### src/rtl/sram_port_arbiter.sv
// sram_port_arbiter: two-master arbiter/sequencer for a single-port byte-write
// SRAM with one-cycle read latency. One access per cycle is accepted, and the read
// data is routed back to the owner in the following cycle.
// Build option: define SRAM_ARB_RR_EN to select round-robin arbitration.
// With the option undefined, master 0 has fixed priority and a starvation guard
// (bounded by STARVE_LIMIT) protects master 1.
module sram_port_arbiter #(
  parameter int unsigned ADDR_W       = 13,
  parameter int unsigned NB_COL       = 4,
  parameter int unsigned COL_WIDTH    = 8,
  parameter int unsigned STARVE_LIMIT = 8
) (
  input  logic                          clk,
  input  logic                          rst_n,
  input  logic                          m0_req,
  input  logic [NB_COL-1:0]             m0_we,
  input  logic [ADDR_W-1:0]             m0_addr,
  input  logic [NB_COL*COL_WIDTH-1:0]   m0_wdata,
  output logic                          m0_gnt,
  output logic                          m0_rvalid,
  output logic [NB_COL*COL_WIDTH-1:0]   m0_rdata,
  input  logic                          m1_req,
  input  logic [NB_COL-1:0]             m1_we,
  input  logic [ADDR_W-1:0]             m1_addr,
  input  logic [NB_COL*COL_WIDTH-1:0]   m1_wdata,
  output logic                          m1_gnt,
  output logic                          m1_rvalid,
  output logic [NB_COL*COL_WIDTH-1:0]   m1_rdata,
  output logic                          sram_ena,
  output logic [NB_COL-1:0]             sram_wea,
  output logic [ADDR_W-1:0]             sram_addr,
  output logic [NB_COL*COL_WIDTH-1:0]   sram_wdata,
  input  logic [NB_COL*COL_WIDTH-1:0]   sram_rdata
);

  localparam int unsigned DW = NB_COL * COL_WIDTH;

  typedef enum logic {OWN_M0 = 1'b0, OWN_M1 = 1'b1} owner_t;

  logic   pick1;
  logic   acc;
  logic   resp_vld;
  owner_t resp_owner;
  logic   resp_rd;

`ifdef SRAM_ARB_RR_EN
  owner_t rr_last;

  // Conflict goes to the master that did not win the last acceptance
  always_comb begin
    pick1 = (rr_last == OWN_M0);
  end

  // Remember the most recent winner, contested or not
  always_ff @(posedge clk or negedge rst_n) begin
    if (!rst_n) begin
      rr_last <= OWN_M1;
    end else if (acc) begin
      rr_last <= m1_gnt ? OWN_M1 : OWN_M0;
    end
  end
`else
  localparam int unsigned WC_W = (STARVE_LIMIT > 0) ? $clog2(STARVE_LIMIT + 1) : 1;

  logic [WC_W-1:0] wait_cnt;
  logic            starve;

  always_comb begin
    pick1 = starve;
  end

  // Count consecutive m1 losses; a loss seen while the count sits at the limit
  // arms the flag that hands m1 the following conflict.
  always_ff @(posedge clk or negedge rst_n) begin
    if (!rst_n) begin
      wait_cnt <= '0;
      starve   <= 1'b0;
    end else if (m1_req && !m1_gnt) begin
      if (wait_cnt != WC_W'(STARVE_LIMIT)) begin
        wait_cnt <= wait_cnt + 1'b1;
      end
      starve <= (STARVE_LIMIT != 0) && (wait_cnt == WC_W'(STARVE_LIMIT));
    end else begin
      wait_cnt <= '0;
      starve   <= 1'b0;
    end
  end
`endif

  // Grant decision (held off during reset) and SRAM port drive
  always_comb begin
    m0_gnt     = rst_n && m0_req && !(m1_req && pick1);
    m1_gnt     = rst_n && m1_req && !(m0_req && !pick1);
    acc        = m0_gnt || m1_gnt;
    sram_ena   = acc;
    sram_wea   = '0;
    sram_addr  = '0;
    sram_wdata = '0;
    if (m1_gnt) begin
      sram_wea   = m1_we;
      sram_addr  = m1_addr;
      sram_wdata = m1_wdata;
    end else if (m0_gnt) begin
      sram_wea   = m0_we;
      sram_addr  = m0_addr;
      sram_wdata = m0_wdata;
    end
  end

  // Track the owner and kind of the access whose response is due next cycle
  always_ff @(posedge clk or negedge rst_n) begin
    if (!rst_n) begin
      resp_vld   <= 1'b0;
      resp_owner <= OWN_M0;
      resp_rd    <= 1'b0;
    end else begin
      resp_vld   <= acc;
      resp_owner <= m1_gnt ? OWN_M1 : OWN_M0;
      resp_rd    <= acc && (sram_wea == '0);
    end
  end

  // Route the response to its owner; write acks carry zero data
  always_comb begin
    m0_rvalid = resp_vld && (resp_owner == OWN_M0);
    m1_rvalid = resp_vld && (resp_owner == OWN_M1);
    m0_rdata  = (m0_rvalid && resp_rd) ? sram_rdata : DW'(0);
    m1_rdata  = (m1_rvalid && resp_rd) ? sram_rdata : DW'(0);
  end

endmodule

### config.mk
export PLATFORM = sky130hd
export DESIGN_NAME = sram_port_arbiter
export DESIGN_NICKNAME = d
export VERILOG_FILES = /design/src/rtl/sram_port_arbiter.sv
export SDC_FILE = /design/constraint.sdc
export NUM_CORES = 1
export LEC_CHECK = 0
export BUFFER_PORTS_ARGS = -buffer_cell sky130_fd_sc_hd__buf_4
export CAP_MARGIN = 20
export CORE_AREA = 2 2 97 99
export CTS_CLUSTER_SIZE = 10
export DETAILED_ROUTE_END_ITERATION = 12
export DIE_AREA = 0 0 99 101
export GPL_ROUTABILITY_DRIVEN = 0
export GPL_TIMING_DRIVEN = 0
export HOLD_SLACK_MARGIN = 0.1
export PLACE_DENSITY = 0.5
export SLEW_MARGIN = 30
export SYNTH_ARGS = -nofsm -noshare
export SYNTH_HDL_FRONTEND = slang
export SYNTH_SLANG_ARGS = --single-unit
### constraint.sdc
create_clock -name clk -period 1.5 [get_ports clk]
set_input_delay 0.15 -clock clk [delete_from_list [all_inputs] [get_ports clk]]
set_output_delay 0.15 -clock clk [all_outputs]
set_load 0.02 [all_outputs]
# Word level (Yosys, flattened, before mapping)

Cells that the tools add are included.

Memories: 0
Bits in latches: 0
Output and inout port bits: 118
Memory bits (writable): 0
Register bits after elaboration: 8
Bits of input ports: 134
Word-level logic and storage cells: 40
Memory bits (read-only): 0

Equal/unequal tests: 3
Order comparisons: 0
$add $sub $neg: 1
Div/mod/pow operators: 0
Mux-type cells: 12
Bitwise gates (word level): 1
$mul: 0
Reduce and logical (&&, ||, !) cells: 18
Shifts and indexed selects: 0

Operator list:

| operator                                               | count |
|---|---|
| two-way mux 32 bit                                     | 4 |
| two-way mux 13 bit                                     | 2 |
| two-way mux 4 bit                                      | 4 |
| logical AND 1 bit                                      | 12 |
| adder 4 x 1 -> 4 bit (second input constant)           | 1 |
| equality test 4 bit (second input constant)            | 1 |
| logical NOT 1 bit                                      | 4 |
| logical NOT 4 bit                                      | 1 |
| inequality test 4 bit (second input constant)          | 1 |
| two-way mux 1 bit                                      | 2 |
| inequality test 2 x 1 -> 1 bit (second input constant) | 1 |
| logical OR 1 bit                                       | 1 |
| NOT 1 bit                                              | 1 |

# Longest topological paths before layout

Gate-level depths: netlist (run 1).

Depth after elaboration: 7
Mapped depth: 5
Mapped depth without buffers: 5

# Worst setup path after synthesis (run 1)

OpenSTA, ideal clock, no wires.

Kind: reg2out
From: register starve (netlist: pick1)
To: output port sram_wdata[22]
Setup slack: 0.023 ns
Buffers on the path: 2
Data arrival time: 1.327 ns
Cell stages (with the launch flop): 6
Required time: 1.350 ns
Cells stage by stage: dfrtp_1 nand2b_4 and3_1 buf_4 buf_2 a22o_1

Longest elaborated chain between the ends: 5
Elaborated cells between the ends (all ways): 9
Classes of those cells: mux: 2; reduce/logical: 7

RTL lines:

| element                  | RTL line | text |
|---|---|---|
| start: declaration       | 66       | `logic starve;` |
| start signal: assignment | 82       | `starve <= (STARVE_LIMIT != 0) && (wait_cnt == WC_W'(STARVE_LIMIT));` |
| logical NOT 1 bit        | 93       | `m1_gnt = rst_n && m1_req && !(m0_req && !pick1);` |
| logical AND 1 bit        | 93       |  |
| logical NOT 1 bit        | 93       |  |
| logical AND 1 bit        | 93       |  |
| via m1_gnt               | 26       | `output logic m1_gnt,` |
| two-way mux 32 bit       | 99       | `if (m1_gnt) begin` |
| end: declaration         | 32       | `output logic [NB_COL*COL_WIDTH-1:0] sram_wdata,` |

The timed path passes the listed nets, and every way through them passes these cells.

# Worst setup path in the final report (run 1)

From: register starve (netlist: pick1)
To: output port sram_wdata[23]

Longest elaborated chain between the ends: 5
Elaborated cells between the ends (all ways): 9
Classes of those cells: mux: 2; reduce/logical: 7

RTL lines:

| element                                                        | RTL line |
|---|---|
| logical AND 1 bit / logical NOT 1 bit (equally long branches)  | 92, 93 |
| logical NOT 1 bit / logical AND 1 bit (equally long branches)  | 92, 93 |
| logical AND 1 bit / logical NOT 1 bit (equally long branches)  | 92, 93 |
| two-way mux 32 bit / logical AND 1 bit (equally long branches) | 103, 93 |
| two-way mux 32 bit *                                           | 99 |

Every way passes the cells marked *; elsewhere a longest branch is shown, timed or not.

==> implementation parameters, run 1 <==
Parameter                              Value

Outcome
  Result of the run ... finished, violations left
  Failing checks ... setup timing

Timing
  Final setup fails ... 78
  Tightest Pin Transition ... 0.374 ns
  Worst setup skew after layout ... 0.00129 ns
  Fmax ... 0.577 GHz
  Hold violation count in the final report ... 0
  Final critical path time including I/O delays and setup ... 1.73 ns
  Fin crit share ... 116%
  Setup ws final ... -0.234 ns
  Tightest slew margin relative to the limit ... 75.0%
  Hold WS ... 0.218 ns
  Fin. max-slew vios ... 0
  Unrepaired setup endpoints after global routing ... yes

Routing
  Remaining DRCs ... 0
  First-pass iteration count of the detailed router ... 4
  Routed wirelength normalized by instance count ... 14.9 um
  Count of vias placed by the detailed router ... 2398
  Final WL ... 8.39 mm
  Detailed-route vias per instance ... 4.24
  Iteration-0 DRC Markers ... 31
  Residual antenna-violating net count after detailed routing ... 0

Synthesis
  Mux contribution to synthesized area ... 1.42%
  Warning count from the yosys run ... 0
  Area fraction in compound gates after synthesis ... 34.0%
  Mean post-synth cell area ... 7.92 sq um
  Parity-gate share of the synthesized area counting xor and xnor cells ... 1.24%
  Synth unique cells ... 29
  Post-synth design cell area ... 0.00141 sq mm
  Simple-gate portion of the synthesized area ... 38.4%
  Number of enable flip-flop cells after synthesis ... 0
  Number of storage elements in the synthesis netlist ... 8
  Cells after Synth ... 178
  Synth async-reset ratio ... 100%
  Number of nets produced by synthesis ... 314
  Adder-cell area share of the yosys netlist ... 1.77%
  Synth Flop Type ... sky130_fd_sc_hd__dfrtp_1
  Sequential element share of the synthesized area ... 14.2%
  Dominant combinational cell family by area after synthesis ... simple AND/OR/NAND/NOR gates

Hold path
  Worst Hold Path Cells ... 2
  Class of the most critical hold timing path ... in -> reg

Power
  Areal power density over the cells ... 333 mW/mm^2
  Static Leak ... 2.22 nW
  VDD IR max ... 334 uV

Floorplan
  Total die area ... 0.0100 sq mm
  DIE HEIGHT ... 101 um
  Horizontal die dimension ... 99 um
  Number of placement rows ... 35
  Effective utilization at floorplan ... 15.7%
  Core area ... 0.00898 sq mm
  Boundary Pins ... 252

Run
  Max-cap violations ... 0

Placement
  Half-perimeter wire length after placement ... 6.66 mm
  Port bufs ... 251
  Area after detailed placement ... 0.00343 sq mm
  Placed Instances ... 540

Global route
  Number of global-route vias before repair ... 2077
  Maximum number of pins on one net before global-route repair ... 11
  Congestion Overflow GR ... 0
  Initial antenna violation count ... 0
  Global-route wire length before repair ... 11.1 mm
  Total global-route track usage ... 13.7%

Final layout
  Number of antenna repair diodes ... 0
  Commonest cells after routing, fill and taps aside ... sky130_fd_sc_hd__buf_4, sky130_fd_sc_hd__buf_6, sky130_fd_sc_hd__a22o_1, sky130_fd_sc_hd__and2_1, sky130_fd_sc_hd__and2_4
  Final Cell Area ... 0.00421 sq mm
  Fillers ... 861
  Final Instance Count excl. Fillers ... 565
  Area grow syn2layout ... 198%
  Most frequent standard cell in the layout excluding fill and tap cells ... sky130_fd_sc_hd__buf_4
  Proportion of layout cells with a drive suffix above 1 ... 72.9%
  Nets ... 592

Setup path
  Crit end category ... output port
  Worst R2R Path Depth ... 5
  Startpoint type of the worst setup path ... register
  Req. time, crit path ... 1.35 ns
  Crit Path Max Fanout ... 7
  Endpoint arrival time on the critical path ... 1.58 ns
  Startpoint-to-endpoint class of the critical path ... reg -> out

CTS
  Maximum level of the CTS H-tree ... 1
  Clock buffer depth ... 2
  TritonCTS Sinks ... 8
  Clk_lat worst skew ... 0.22 ns
  Master cell of the clock root buffer ... sky130_fd_sc_hd__clkbuf_8
  CTS tree ... built
  Clock Pin Slew Worst Setup and Hold Paths ... 0.04 ns
  Number of buffers added by the clock tree synthesis step ... 3
worst max-delay path: stages (launching register included):
cell and delay (ns):
sky130_fd_sc_hd__dfrtp_1 0.41, sky130_fd_sc_hd__nand2b_4 0.16, sky130_fd_sc_hd__and3_4 0.17, sky130_fd_sc_hd__buf_12 0.14
sky130_fd_sc_hd__buf_8 0.13, sky130_fd_sc_hd__a22o_1 0.20, sky130_fd_sc_hd__buf_6 0.14
metrics by stage:
stage | total power, mW | utilization (%) | TNS [ns] | setup slack, ns
2_1_floorplan | 0.545 | - | 0 | 0.0226
3_3_place_gp | 1.01 | 38.2 | -4.26 | -0.138
5_1_grt | 1.48 | 46.9 | -16.80 | -0.289
6_report | 1.40 | 46.9 | -12.10 | -0.234
3_5_place_dp | 1.02 | 38.2 | -4.17 | -0.131
4_1_cts | 1.36 | 42.8 | -10.68 | -0.248
routing by layer:
metal,part of all wire [%],GRT usage (%),up-vias
met3,6.8,2.08,10
met2,55,25.2,112
li1,-,-,1188
met4,1.1,2.63,0
met5,0,0,-
met1,37,16.9,1088
synth_stat cells, drive strengths merged, types with 3 or more instances:
cell type / n / area, sq um
and2: 66 / 415
nand2: 5 / 18.8
a22o: 45 / 394
nor2b: 6 / 37.5
inv: 3 / 11.3
clkbuf: 6 / 22.5
nor2: 6 / 22.5
buf: 11 / 92.6
a32oi: 3 / 26.3
dfrtp: 8 / 200
worst paths after layout:
path | from | to | slack, ns
setup / recovery | pick1$_DFF_PN0_ | sram_wdata[23] | -0.23
hold / removal | m0_req | resp_vld$_DFF_PN0_ | 0.22
setup reg to reg | pick1$_DFF_PN0_ | resp_rd$_DFF_PN0_ | 0.03
hold reg to reg | wait_cnt[3]$_DFFE_PN0N_ | wait_cnt[3]$_DFFE_PN0N_ | 0.57
max in group asynchronous | rst_n | resp_owner$_DFF_PN0_ | 0.80
min in group asynchronous | rst_n | pick1$_DFF_PN0_ | 0.40
area by class of cell:
type	count	area (sq um)	area share, %
repair buffers	274	2420	57.6
multi-input cells	150	1180	28.1
plain buffers	16	209	4.96
flip-flops and latches	8	201	4.79
well taps	111	139	3.30
clock buffers	3	41.3	0.981
inverters	3	11.3	0.268
kinds of logic after synthesis:
family,count (synthesis)
and+or+nand+nor,89
AOI/OAI and AO/OA,55
buffers and inverters,20
DFF,8
xor gates and xnor gates,2
muxes,2
adders and majority gates,2
timing repair:
item / 4_1_cts / 5_1_grt
resized for setup: 78 / 90
hold endpoints to repair: 8 / 0
setup endpoints to repair: 107 / 109
hold buffers: 1 / 0
cloned: 2 / 4
setup buffers: 8 / 9
pin swaps: 4 / 35
sequential cells by signal, indices dropped and copies added (netlist names):
signal,cells
resp_vld,1
wait_cnt,4
resp_rd,1
resp_owner,1
pick1,1
power by group:
part           leakage [nW]  switching (mW)  internal [mW]  total [mW]
combinational          2.09           0.367          0.555       0.922
clock                0.0216          0.0693          0.172       0.242
sequential            0.106          0.0108          0.226       0.237
total                  2.22           0.447          0.954        1.40
Power figures use the tool's default switching activity.
==> run 2: changes to the inputs <==
==> constraint.sdc (replaced) <==
create_clock -name clk -period 1.9 [get_ports clk]
set_input_delay 0.19 -clock clk [delete_from_list [all_inputs] [get_ports clk]]
set_output_delay 0.19 -clock clk [all_outputs]
set_load 0.02 [all_outputs]
==> run 2 against run 1 <==
The run now ends clean; core utilization shrank 7.7 points; worst hold slack gained 0.040 ns; cell count shrank 3.7%; largest power group unchanged; wire length shrank 9.0%; global-route usage shrank 0.94 points; first-iteration DRC count shrank 13%; clock skew is essentially flat; flip-flop and latch count is the same; register-to-register slack gained 0.60 ns; largest cell class unchanged; sequential power shrank 22%; critical path depth is the same.
==> implementation parameters, run 2 (synthesis gave the netlist of run 1 again) <==
Parameter                              Value

Timing
  Fin crit share ... 96.4%
  Hold violation count in the final report ... 0
  Final setup fails ... 0
  Unrepaired setup endpoints after global routing ... no
  TNS Setup ... 0 ns
  Worst setup skew after layout ... 0.00138 ns
  Tightest slew margin relative to the limit ... 75.4%
  Fin. max-slew vios ... 0
  Final critical path time including I/O delays and setup ... 1.83 ns
  Fmax ... 0.546 GHz
  Tightest Pin Transition ... 0.368 ns

Final layout
  Nets ... 571
  Register bank with the most flops ... wait_cnt
  Commonest cells after routing, fill and taps aside ... sky130_fd_sc_hd__buf_4, sky130_fd_sc_hd__and2_1, sky130_fd_sc_hd__a22o_1, sky130_fd_sc_hd__buf_6, sky130_fd_sc_hd__dfrtp_1
  Proportion of layout cells with a drive suffix above 1 ... 62.6%
  Final Instance Count excl. Fillers ... 544
  Number of flip-flops in the largest register ... 4
  Area grow syn2layout ... 149%
  Number of antenna repair diodes ... 0
  Most frequent standard cell in the layout excluding fill and tap cells ... sky130_fd_sc_hd__buf_4
  Fillers ... 922

Power
  Areal power density over the cells ... 282 mW/mm^2
  Power dissipated by switching net loads ... 0.322 mW
  Internal cell power ... 0.671 mW
  Overall power of the completed layout ... 0.993 mW
  Sequential power share ... 18.7%
  VDD IR max ... 262 uV
  Part of the total power dissipated in combinational logic ... 62.1%
  Sw frac ... 32.4%
  Static Leak ... 1.96 nW
  Clock power frac ... 19.2%

Floorplan
  Horizontal die dimension ... 99 um
  DIE HEIGHT ... 101 um
  Boundary Pins ... 252
  Effective utilization at floorplan ... 15.7%
  Number of placement rows ... 35
  Total die area ... 0.0100 sq mm
  Core area ... 0.00898 sq mm

Global route
  Initial antenna violation count ... 0
  Number of global-route vias before repair ... 1934
  Maximum number of pins on one net before global-route repair ... 12
  Total global-route track usage ... 12.7%
  Congestion Overflow GR ... 0
  Global-route wire length before repair ... 10.4 mm

Routing
  Routed wirelength normalized by instance count ... 14.0 um
  Detailed-route vias per instance ... 4.16
  Iteration-0 DRC Markers ... 27
  Residual antenna-violating net count after detailed routing ... 0
  First-pass iteration count of the detailed router ... 4
  Remaining DRCs ... 0
  Final WL ... 7.64 mm
  Count of vias placed by the detailed router ... 2263

CTS
  TritonCTS Sinks ... 8
  Master cell of the clock root buffer ... sky130_fd_sc_hd__clkbuf_8
  Clock Pin Slew Worst Setup and Hold Paths ... 0.04 ns
  Maximum level of the CTS H-tree ... 1
  Clk_lat worst skew ... 0.22 ns
  Post-CTS setup buffer count ... 0
  CTS tree ... built
  Number of buffers added by the clock tree synthesis step ... 3
  Clock buffer depth ... 2

Placement
  Port bufs ... 251
  Placed Instances ... 540
  Half-perimeter wire length after placement ... 6.66 mm

Setup path
  Crit end category ... output port
  Startpoint-to-endpoint class of the critical path ... reg -> out
  Crit Path Max Fanout ... 11
  Endpoint arrival time on the critical path ... 1.64 ns
  Req. time, crit path ... 1.71 ns
  Startpoint type of the worst setup path ... register

Outcome
  Result of the run ... finished clean

Run
  Max-cap violations ... 0

Hold path
  Class of the most critical hold timing path ... in -> reg
==> run 2: what timing repair did <==
action                     in CTS  in global routing
hold buffers                    1                  0
pin swaps                       0                  0
resized for setup               2                 13
setup endpoints to repair       5                 50
hold endpoints to repair        8                  0
==> run 2: area by class of cell <==
class	instances	area (sq um)	area share, %
Inverter	3	11.3	0.320
Multi-Input combinational cell	150	1080	30.8
Sequential cell	8	200	5.69
Tap cell	111	139	3.95
Timing Repair Buffer	252	1890	53.9
Clock buffer	3	41.3	1.17
Buffer	17	146	4.16
==> run 2: metrics by stage <==
| step | hold WS (ns) | instance area (sq um) | setup WS [ns] | utilization (%) |
|---|---|---|---|---|
| 2_1_floorplan | -0.106 | 1410 | 0.383 | - |
| 5_1_grt | 0.269 | 3520 | 0.00173 | 39.2 |
| 4_1_cts | 0.253 | 3490 | 0.00463 | 38.9 |
| 6_report | 0.257 | 3520 | 0.0681 | 39.2 |
| 3_5_place_dp | 0.0282 | 3430 | 0.229 | 38.2 |
| 3_3_place_gp | 0.0254 | 3430 | 0.222 | 38.2 |
==> run 2: worst paths after layout <==
kind                                         start  slack (ns)  cells past startpoint                      end
max                                pick1$_DFF_PN0_        0.07                      6           sram_wdata[23]
min                                         m0_req        0.26                      2       resp_vld$_DFF_PN0_
max reg2reg                        pick1$_DFF_PN0_        0.63                      3        resp_rd$_DFF_PN0_
min reg2reg                wait_cnt[3]$_DFFE_PN0N_        0.57                      2  wait_cnt[3]$_DFFE_PN0N_
min in group asynchronous                    rst_n        0.44                      2          pick1$_DFF_PN0_
max in group asynchronous                    rst_n        1.20                      2  wait_cnt[3]$_DFFE_PN0N_
==> run 2: power by group through the flow <==
stage | clock network (mW) | logic (mW) | registers [mW]
after global placement | 0 | 0.610 | 0.187
after floorplan | 0 | 0.245 | 0.186
final | 0.191 | 0.617 | 0.186
after CTS | 0.200 | 0.618 | 0.186
after global routing | 0.211 | 0.657 | 0.187
after detailed placement | 0 | 0.614 | 0.188
==> run 2: worst max-delay path, cell delays in order, from the launching register on <==
cell                       delay (ns)
sky130_fd_sc_hd__dfrtp_1         0.41
sky130_fd_sc_hd__nand2b_4        0.18
sky130_fd_sc_hd__and3_1          0.19
sky130_fd_sc_hd__buf_6           0.15
sky130_fd_sc_hd__buf_6           0.14
sky130_fd_sc_hd__a22o_1          0.19
sky130_fd_sc_hd__buf_4           0.16
==> run 2: routing by layer <==
layer / global-route usage (%) / up-vias / wire length [um]
li1: - / 1147 / -
met1: 15.7 / 1004 / 2900
met2: 23.4 / 104 / 4110
met3: 2.15 / 8 / 554
met4: 2.32 / 0 / 70
met5: 0 / - / 0
==> run 3: changes to the inputs <==
--- a/config.mk
+++ b/config.mk
@@ -14,7 +14,8 @@
 export GPL_ROUTABILITY_DRIVEN = 0
 export GPL_TIMING_DRIVEN = 0
 export HOLD_SLACK_MARGIN = 0.1
-export PLACE_DENSITY = 0.5
+export PLACE_DENSITY = 0.51
+export REMOVE_ABC_BUFFERS = 1
 export SLEW_MARGIN = 30
 export SYNTH_ARGS = -nofsm -noshare
 export SYNTH_HDL_FRONTEND = slang
==> constraint.sdc (replaced) <==
create_clock -name clk -period 1.48 [get_ports clk]
set_input_delay 0.148 -clock clk [delete_from_list [all_inputs] [get_ports clk]]
set_output_delay 0.148 -clock clk [all_outputs]
set_load 0.02 [all_outputs]
==> run 3 against run 2 <==
The run now ends with setup timing left; design area up 21%; worst setup slack worse by 0.29 ns; non-clock buffer count up 4; first-iteration DRC count up 22%; clock skew about the same; sequential share of layout area down 0.93 points; die area unchanged; cell count up 2.6%; wire length up 41%; combinational power up 56%; power up 46%; critical endpoint is now sram_wdata[9]; largest cell class unchanged.
==> implementation parameters, run 3 (synthesis gave the netlist of run 1 again) <==
Parameter                              Value

Outcome
  Result of the run ... finished, violations left
  Failing checks ... setup timing

CTS
  CTS tree ... built
  Number of buffers added by the clock tree synthesis step ... 3
  Clk_lat worst skew ... 0.22 ns
  Clock Pin Slew Worst Setup and Hold Paths ... 0.04 ns
  TritonCTS Sinks ... 8
  Clock buffer depth ... 2
  Master cell of the clock root buffer ... sky130_fd_sc_hd__clkbuf_8
  Maximum level of the CTS H-tree ... 1

Setup path
  Worst R2R Path Depth ... 4
  Startpoint type of the worst setup path ... register
  Crit Path Max Fanout ... 9
  Crit end category ... output port
  Req. time, crit path ... 1.33 ns
  Startpoint-to-endpoint class of the critical path ... reg -> out
  Endpoint arrival time on the critical path ... 1.55 ns

Global route
  Maximum number of pins on one net before global-route repair ... 23
  Global-route wire length before repair ... 13.3 mm
  Initial antenna violation count ... 0
  Congestion Overflow GR ... 0
  Total global-route track usage ... 17.0%
  Number of global-route vias before repair ... 2363

Timing
  Final setup fails ... 84
  Fin crit share ... 115%
  Fmax ... 0.589 GHz
  Unrepaired setup endpoints after global routing ... yes
  Tightest slew margin relative to the limit ... 75.4%
  Worst setup skew after layout ... 0.00177 ns
  Fin. max-slew vios ... 0
  Setup ws final ... -0.218 ns
  Final critical path time including I/O delays and setup ... 1.70 ns
  Hold violation count in the final report ... 0
  Tightest Pin Transition ... 0.368 ns

Routing
  Iteration-0 DRC Markers ... 33
  Residual antenna-violating net count after detailed routing ... 0
  Final WL ... 10.8 mm
  Routed wirelength normalized by instance count ... 19.3 um
  First-pass iteration count of the detailed router ... 4
  Count of vias placed by the detailed router ... 2497
  Detailed-route vias per instance ... 4.47
  Remaining DRCs ... 0

Final layout
  Nets ... 585
  Number of flip-flops in the largest register ... 4
  Register bank with the most flops ... wait_cnt
  Most frequent standard cell in the layout excluding fill and tap cells ... sky130_fd_sc_hd__buf_4
  Final Instance Count excl. Fillers ... 558
  Commonest cells after routing, fill and taps aside ... sky130_fd_sc_hd__buf_4, sky130_fd_sc_hd__buf_6, sky130_fd_sc_hd__a22o_1, sky130_fd_sc_hd__and2_4, sky130_fd_sc_hd__and2_1
  Proportion of layout cells with a drive suffix above 1 ... 74.9%
  Number of antenna repair diodes ... 0
  Area grow syn2layout ... 202%

Floorplan
  Boundary Pins ... 252
  Number of placement rows ... 35
  Total die area ... 0.0100 sq mm
  Horizontal die dimension ... 99 um
  Effective utilization at floorplan ... 15.7%
  Core area ... 0.00898 sq mm
  DIE HEIGHT ... 101 um

Power
  Areal power density over the cells ... 341 mW/mm^2
  VDD IR max ... 239 uV
  Static Leak ... 2.21 nW
  Overall power of the completed layout ... 1.45 mW

Hold path
  Worst Hold Path Cells ... 2
  Class of the most critical hold timing path ... in -> reg

Run
  Max-cap violations ... 0

Placement
  Port bufs ... 251
  Placed Instances ... 525
  Half-perimeter wire length after placement ... 7.12 mm
==> run 3: changes by cell type in the layout (fill, tap and decap cells not counted), sizes merged <==
| cell | previous run | this run |
|---|---|---|
| buf | 262 | 269 |
| a21boi | 1 | 2 |
| and2 | 66 | 73 |
| clkbuf | 9 | 6 |
| and3 | 2 | 4 |
==> run 3: critical path, stage by stage, from the launching register on <==
cell and delay (ns):
sky130_fd_sc_hd__dfrtp_2 0.45, sky130_fd_sc_hd__nand2b_4 0.16, sky130_fd_sc_hd__and3_4 0.20, sky130_fd_sc_hd__buf_12 0.16, sky130_fd_sc_hd__a22o_1 0.22, sky130_fd_sc_hd__buf_6 0.14
==> run 3: final cells by class <==
type                    instances  area, sq um
clock buffers                   3         41.3
fillers                       870         4730
inverters                       3         11.3
multi-input cells             160         1330
flip-flops and latches          8          203
well taps                     111          139
repair buffers                273         2530
==> run 3: repair_timing <==
| action | in CTS | in global routing |
|---|---|---|
| hold buffers | 1 | 0 |
| cloned | 6 | 10 |
| setup endpoints to repair | 111 | 100 |
| endpoints found under the hold margin | 8 | 0 |
| gates resized for setup | 54 | 100 |
| setup buffers | 8 | 5 |
| pin swaps | 7 | 50 |
==> run 3: path summary, 6_finish.rpt <==
path | end | from | slack (ns)
max | sram_wdata[9] | pick1$_DFF_PN0_ | -0.22
max in group asynchronous | resp_owner$_DFF_PN0_ | rst_n | 0.65
min in group asynchronous | wait_cnt[1]$_DFFE_PN0N_ | rst_n | 0.55
min | resp_vld$_DFF_PN0_ | m0_req | 0.28
min reg2reg | wait_cnt[3]$_DFFE_PN0N_ | wait_cnt[3]$_DFFE_PN0N_ | 0.57
max reg2reg | resp_rd$_DFF_PN0_ | pick1$_DFF_PN0_ | 0.08
==> run 3: routing by layer <==
layer | track usage, % | share of wire (%) | wire [um]
met1 | 21.4 | 39 | 4220
met2 | 30.2 | 53 | 5740
met3 | 3.95 | 7.0 | 755
met4 | 2.42 | 0.60 | 65
met5 | 0 | 0 | 0
==> run 3: stage by stage <==
step | hold WS (ns) | setup TNS (ns) | cell area, sq um | util, % | setup WS (ns)
2_1_floorplan | -0.148 | -28.38 | 1290 | - | -0.583
3_3_place_gp | 0.0133 | -73.92 | 3320 | 37.0 | -1.02
3_5_place_dp | 0.0140 | -13.75 | 3360 | 37.4 | -0.213
4_1_cts | 0.240 | -8.52 | 3730 | 41.5 | -0.203
5_1_grt | 0.293 | -15.53 | 4250 | 47.4 | -0.283
6_report | 0.282 | -10.10 | 4250 | 47.4 | -0.218
==> run 3: report_power, final <==
| part | switching [mW] | internal, mW | total, mW |
|---|---|---|---|
| clock network | 0.0719 | 0.175 | 0.247 |
| logic | 0.409 | 0.556 | 0.965 |
| registers | 0.0105 | 0.229 | 0.240 |
| total | 0.491 | 0.960 | 1.45 |
